**config.mk**
```make
export PLATFORM = sky130hd
export DESIGN_NAME = ld_backend_addr_gen
export DESIGN_NICKNAME = d
export VERILOG_FILES = /design/src/rtl/ld_backend_addr_gen.sv
export SDC_FILE = /design/constraint.sdc
export NUM_CORES = 1
export LEC_CHECK = 0
export ABC_CLOCK_PERIOD_IN_PS = 2900
export BUFFER_PORTS_ARGS = -buffer_cell sky130_fd_sc_hd__buf_2
export CELL_PAD_IN_SITES_DETAIL_PLACEMENT = 0
export CELL_PAD_IN_SITES_GLOBAL_PLACEMENT = 1
export CORE_UTILIZATION = 43
export CTS_BUF_LIST = sky130_fd_sc_hd__clkbuf_16
export DETAILED_ROUTE_END_ITERATION = 6
export GPL_ROUTABILITY_DRIVEN = 0
export PLACE_DENSITY_LB_ADDON = 0.1
export REMOVE_ABC_BUFFERS = 1
export SLEW_MARGIN = 5
export SYNTH_ARGS = -nofsm -noshare
export SYNTH_HDL_FRONTEND = slang
export SYNTH_SLANG_ARGS = --single-unit
export TNS_END_PERCENT = 5
```
**constraint.sdc**
```tcl
create_clock -name clock -period 2.9 [get_ports clock]
set_clock_uncertainty 0.15 [all_clocks]
set_input_delay 0.725 -clock clock [delete_from_list [all_inputs] [get_ports clock]]
set_output_delay 0.725 -clock clock [all_outputs]
set_load 0.01 [all_outputs]
```
**src/rtl/ld_backend_addr_gen.sv**
```systemverilog
// Two-level (inner/outer) read address generator for the load back-end.
// Issues one address per unstalled cycle and pulses O_Term_AddrGen after the last one.
module ld_backend_addr_gen #(
  parameter int WIDTH_ADDR = 16,
  parameter int WIDTH_LEN  = 12
) (
  input  logic                  clock,
  input  logic                  reset,
  input  logic                  I_Start,
  input  logic                  I_Stall,
  input  logic                  I_Abort,
  input  logic [WIDTH_ADDR-1:0] I_Base,
  input  logic [WIDTH_ADDR-1:0] I_Stride,
  input  logic [WIDTH_LEN-1:0]  I_Length,
  input  logic [WIDTH_LEN-1:0]  I_Repeat,
  input  logic [WIDTH_ADDR-1:0] I_Skip,
  output logic                  O_Req,
  output logic [WIDTH_ADDR-1:0] O_Addr,
  output logic                  O_Busy,
  output logic                  O_Term_AddrGen
);

  typedef enum logic [1:0] {
    AGU_IDLE = 2'd0,
    AGU_RUN  = 2'd1,
    AGU_TERM = 2'd2
  } agu_state_e;

  localparam logic [WIDTH_ADDR-1:0] ADDR_ZERO = {WIDTH_ADDR{1'b0}};
  localparam logic [WIDTH_LEN-1:0]  LEN_ZERO  = {WIDTH_LEN{1'b0}};
  localparam logic [WIDTH_LEN-1:0]  LEN_ONE   = {{(WIDTH_LEN-1){1'b0}}, 1'b1};

  agu_state_e            state_q, state_d;
  logic [WIDTH_ADDR-1:0] addr_q, addr_d;
  logic [WIDTH_ADDR-1:0] row_base_q, row_base_d;
  logic [WIDTH_ADDR-1:0] stride_q, stride_d;
  logic [WIDTH_ADDR-1:0] skip_q, skip_d;
  logic [WIDTH_LEN-1:0]  in_cnt_q, in_cnt_d;
  logic [WIDTH_LEN-1:0]  out_cnt_q, out_cnt_d;
  logic [WIDTH_LEN-1:0]  len_m1_q, len_m1_d;
  logic [WIDTH_LEN-1:0]  rep_m1_q, rep_m1_d;
  logic                  req_s;
  logic                  term_s;

  // State and configuration registers.
  always_ff @(posedge clock) begin
    if (reset) begin
      state_q    <= AGU_IDLE;
      addr_q     <= ADDR_ZERO;
      row_base_q <= ADDR_ZERO;
      stride_q   <= ADDR_ZERO;
      skip_q     <= ADDR_ZERO;
      in_cnt_q   <= LEN_ZERO;
      out_cnt_q  <= LEN_ZERO;
      len_m1_q   <= LEN_ZERO;
      rep_m1_q   <= LEN_ZERO;
    end else begin
      state_q    <= state_d;
      addr_q     <= addr_d;
      row_base_q <= row_base_d;
      stride_q   <= stride_d;
      skip_q     <= skip_d;
      in_cnt_q   <= in_cnt_d;
      out_cnt_q  <= out_cnt_d;
      len_m1_q   <= len_m1_d;
      rep_m1_q   <= rep_m1_d;
    end
  end

  // Next-state, address stepping and request/term generation.
  always_comb begin
    state_d    = state_q;
    addr_d     = addr_q;
    row_base_d = row_base_q;
    stride_d   = stride_q;
    skip_d     = skip_q;
    in_cnt_d   = in_cnt_q;
    out_cnt_d  = out_cnt_q;
    len_m1_d   = len_m1_q;
    rep_m1_d   = rep_m1_q;
    req_s      = 1'b0;
    term_s     = 1'b0;

    case (state_q)
      AGU_IDLE: begin
        // Start beats a simultaneous abort because abort is only honoured when busy.
        if (I_Start) begin
          addr_d     = I_Base;
          row_base_d = I_Base;
          stride_d   = I_Stride;
          skip_d     = I_Skip;
          in_cnt_d   = LEN_ZERO;
          out_cnt_d  = LEN_ZERO;
          len_m1_d   = I_Length - LEN_ONE;
          rep_m1_d   = I_Repeat - LEN_ONE;
          if ((I_Length == LEN_ZERO) || (I_Repeat == LEN_ZERO)) begin
            state_d = AGU_TERM;
          end else begin
            state_d = AGU_RUN;
          end
        end else begin
          state_d = AGU_IDLE;
        end
      end

      AGU_RUN: begin
        if (I_Abort) begin
          state_d = AGU_IDLE;
        end else if (!I_Stall) begin
          req_s = 1'b1;
          if (in_cnt_q != len_m1_q) begin
            addr_d   = addr_q + stride_q;
            in_cnt_d = in_cnt_q + LEN_ONE;
          end else if (out_cnt_q != rep_m1_q) begin
            row_base_d = row_base_q + skip_q;
            addr_d     = row_base_q + skip_q;
            in_cnt_d   = LEN_ZERO;
            out_cnt_d  = out_cnt_q + LEN_ONE;
          end else begin
            state_d = AGU_TERM;
          end
        end else begin
          state_d = AGU_RUN;
        end
      end

      AGU_TERM: begin
        state_d = AGU_IDLE;
        if (I_Abort) begin
          term_s = 1'b0;
        end else begin
          term_s = 1'b1;
        end
      end

      default: begin
        state_d = AGU_IDLE;
      end
    endcase
  end

  assign O_Req          = req_s;
  assign O_Addr         = addr_q;
  assign O_Busy         = (state_q != AGU_IDLE);
  assign O_Term_AddrGen = term_s;

endmodule

```
==> results.ini <==
[layout]
fin_area_um2=8200
postLayoutCoreUtil=0.537
area_delta_synth_final_pct=21.3
layout-drive-gt1-share=0.182
diodes=0
nets=1045
stdcell_count=1154

[power]
p_per_area_nw_per_um2=613
finalPower_mw=5.02
ir_drop_mv=0.435
leakage_nw=3.40

[setup_path]
required_ps=3100
arrival_ps=2910
start_kind=flop
cp-end-kind=flop
cp_num_buf_inv=0
critPathSlowestCell=a2111o_1
critPathMaxFanout=3
crit_type=flop to flop
crit_family=compound AO/OA/AOI/OAI gates
max_stage_delay_ps=410
crit_chain=ha_1 -> fa_2 -> a21oi_2 -> o211ai_1 -> a31o_2 -> a221oi_2 -> xor2_1 -> a2111o_1 -> o21ai_1

[clock_tree]
htreeDepth=4
clk_pin_slew_ps=60
cts_inserted_buffers=17
cts_buffer_depth=2
cts_hold_buf=0
clkLatencyLatePin_ps=420
cts.sinks=114
cts_root_buf=clkbuf_16
cts_tree=done

[status]
status=completed

[routing]
first_pass_iters=5
wirelength_um=17600
initialDrtViolationCount=311
ant_nets=0
routed_via_density=5.38
drc=0
vias=6211
wl_per_cell_um=15.2

[synthesis]
syn-instance-count=841
netlist_area_um2=6760
synth_top_area_frac=0.338
yosysWarnings=0
yosysTopAreaCell=dfxtp_1
synth.most_common_cell=nand2_1
synth_edf_count=0
ys_ff_latch=114
synth_area_leaders=dfxtp_1 (34%), nand2_1 (7.6%), ha_1 (6.7%), xor2_1 (5.4%), nor2_1 (5.2%)
synth_compound_area_frac=0.211
synth_cell_type_count=63
ys.flop_type=dfxtp_1
syn_avg_cell_area_um2=8.04
ys_top_cells_by_count=nand2_1 (136), dfxtp_1 (114), nor2_1 (94)
async_flop_share=0
synth_adder_area_share=0.0726
synth_top_family_by_area=simple AND/OR/NAND/NOR gates
synth_simple_gate_area_frac=0.224
synth_xor_area_frac=0.104
muxShareOfSynthArea=0.0133
ys_seq_area_frac=0.338

[floorplan]
die_h_um=127
rows=45
dieArea_um2=16200
ioPinCount=96
core_um2=15300
initial_core_util=0.443
chipWidth_um=127

[global_routing]
grt_max_degree=94
grt_usage=0.228
grt_pass1_vias=6114
antenna_found_initial=0
gr-total-overflow=0
grt_pass1_wl_um=29400

[place]
place.port_buffers=95
place_hpwl_um=12600
pre_cts_slack_ps=5.31
post_dp_cell_area_um2=7480
post-place-cells=1120

[timing]
rsz0062_at_grt=false
finalCritPeriodShare=0.935
fin_crit_ps=2710
setup_viol=0
fmax_mhz=369
tightestPinTransition_ps=582
finalHoldViolations=0
slew_violations=0
slew_headroom=0.611
fin_ws_ps=187

[run]
maxCapViolCount=0

[hold_path]
hold_path_class=flop to flop

## cell usage in the layout, fill, tap and decap left out, drive strengths merged, types with 3 or more instances in the layout
| cell | count |
|---|---|
| a211oi | 32 |
| a21boi | 3 |
| a21o | 7 |
| a21oi | 66 |
| a22oi | 3 |
| a311oi | 22 |
| and2 | 7 |
| and3 | 9 |
| buf | 115 |
| bufinv | 6 |
| clkbuf | 17 |
| clkinv | 5 |
| dfxtp | 114 |
| ha | 36 |
| inv | 18 |
| mux2i | 9 |
| nand2 | 136 |
| nand2b | 7 |
| nand3 | 16 |
| nand3b | 6 |
| nand4 | 5 |
| nor2 | 94 |
| nor2b | 6 |
| nor3 | 20 |
| nor3b | 3 |
| nor4 | 8 |
| o2111ai | 4 |
| o211ai | 14 |
| o21ai | 31 |
| o21bai | 4 |
| o31ai | 4 |
| or3 | 9 |
| xnor2 | 38 |
| xor2 | 42 |
## layout make-up
| type | instances | area (um^2) |
|---|---|---|
| fill | 1452 | 7060 |
| tap | 211 | 264 |
| timing repair buffer | 115 | 666 |
| sequential | 114 | 2280 |
| inverter | 16 | 60.1 |
| clock buffer | 17 | 425 |
| multi-input combinational | 666 | 4240 |
| clock inverter | 15 | 256 |
## cell families after synthesis
logic type,count (synthesis)
AOI/OAI and AO/OA,208
buffers and inverters,61
DFF,114
muxes,9
xor gates and xnor gates,80
adders and majority gates,38
and+or+nand+nor,331
## sequential cells by signal (all words and copies together) (netlist names)
name,count
O_Addr,16
in_cnt_q,12
len_m1_q,12
out_cnt_q,12
rep_m1_q,12
row_base_q,16
skip_q,16
state_q,2
stride_q,16
## path summary, 6_finish.rpt
check                             from                         to  slack, ps  depth (start not counted)
min          stride_q[10]$_SDFFE_PP0P_  stride_q[10]$_SDFFE_PP0P_        310                          2
max reg2reg     O_Addr[0]$_SDFFE_PP0P_    O_Addr[14]$_SDFFE_PP0P_        190                          9
max             O_Addr[0]$_SDFFE_PP0P_    O_Addr[14]$_SDFFE_PP0P_        190                          9
min reg2reg  stride_q[10]$_SDFFE_PP0P_  stride_q[10]$_SDFFE_PP0P_        310                          2
## per-stage QoR
stage	TNS [ps]	hold slack, ps
2_1_floorplan	-6120	280
3_3_place_gp	0	302
3_5_place_dp	0	305
4_1_cts	0	313
5_1_grt	0	331
6_report	0	311
## power by group
part,total [mW],switching [mW],internal (mW)
clock network,2.43,0.806,1.62
registers,1.75,0.0770,1.67
logic,0.850,0.500,0.350
total,5.02,1.38,3.64
## tightest hold or removal path, cell delays in order (launching register included)
cell and delay [ps]:
dfxtp_1 310, nand2_1 50, a21oi_1 50
## timing repair
item / 4_1_cts / 5_1_grt
resized for setup: 1 / 5
pin swaps: 0 / 2
buffers inserted: 0 / 2
setup endpoints to repair: 1 / 2
hold endpoints to repair: 0 / 0
## routing by layer
layer | wire length (um) | vias to the layer above | global-route usage
met3 | 757 | 21 | 0.0415
li1 | - | 3176 | -
met1 | 8080 | 2859 | 0.286
met4 | 216 | 0 | 0.0700
met2 | 8520 | 155 | 0.395
met5 | 0 | - | 0
No activity file was read; power rests on OpenSTA's default activity.
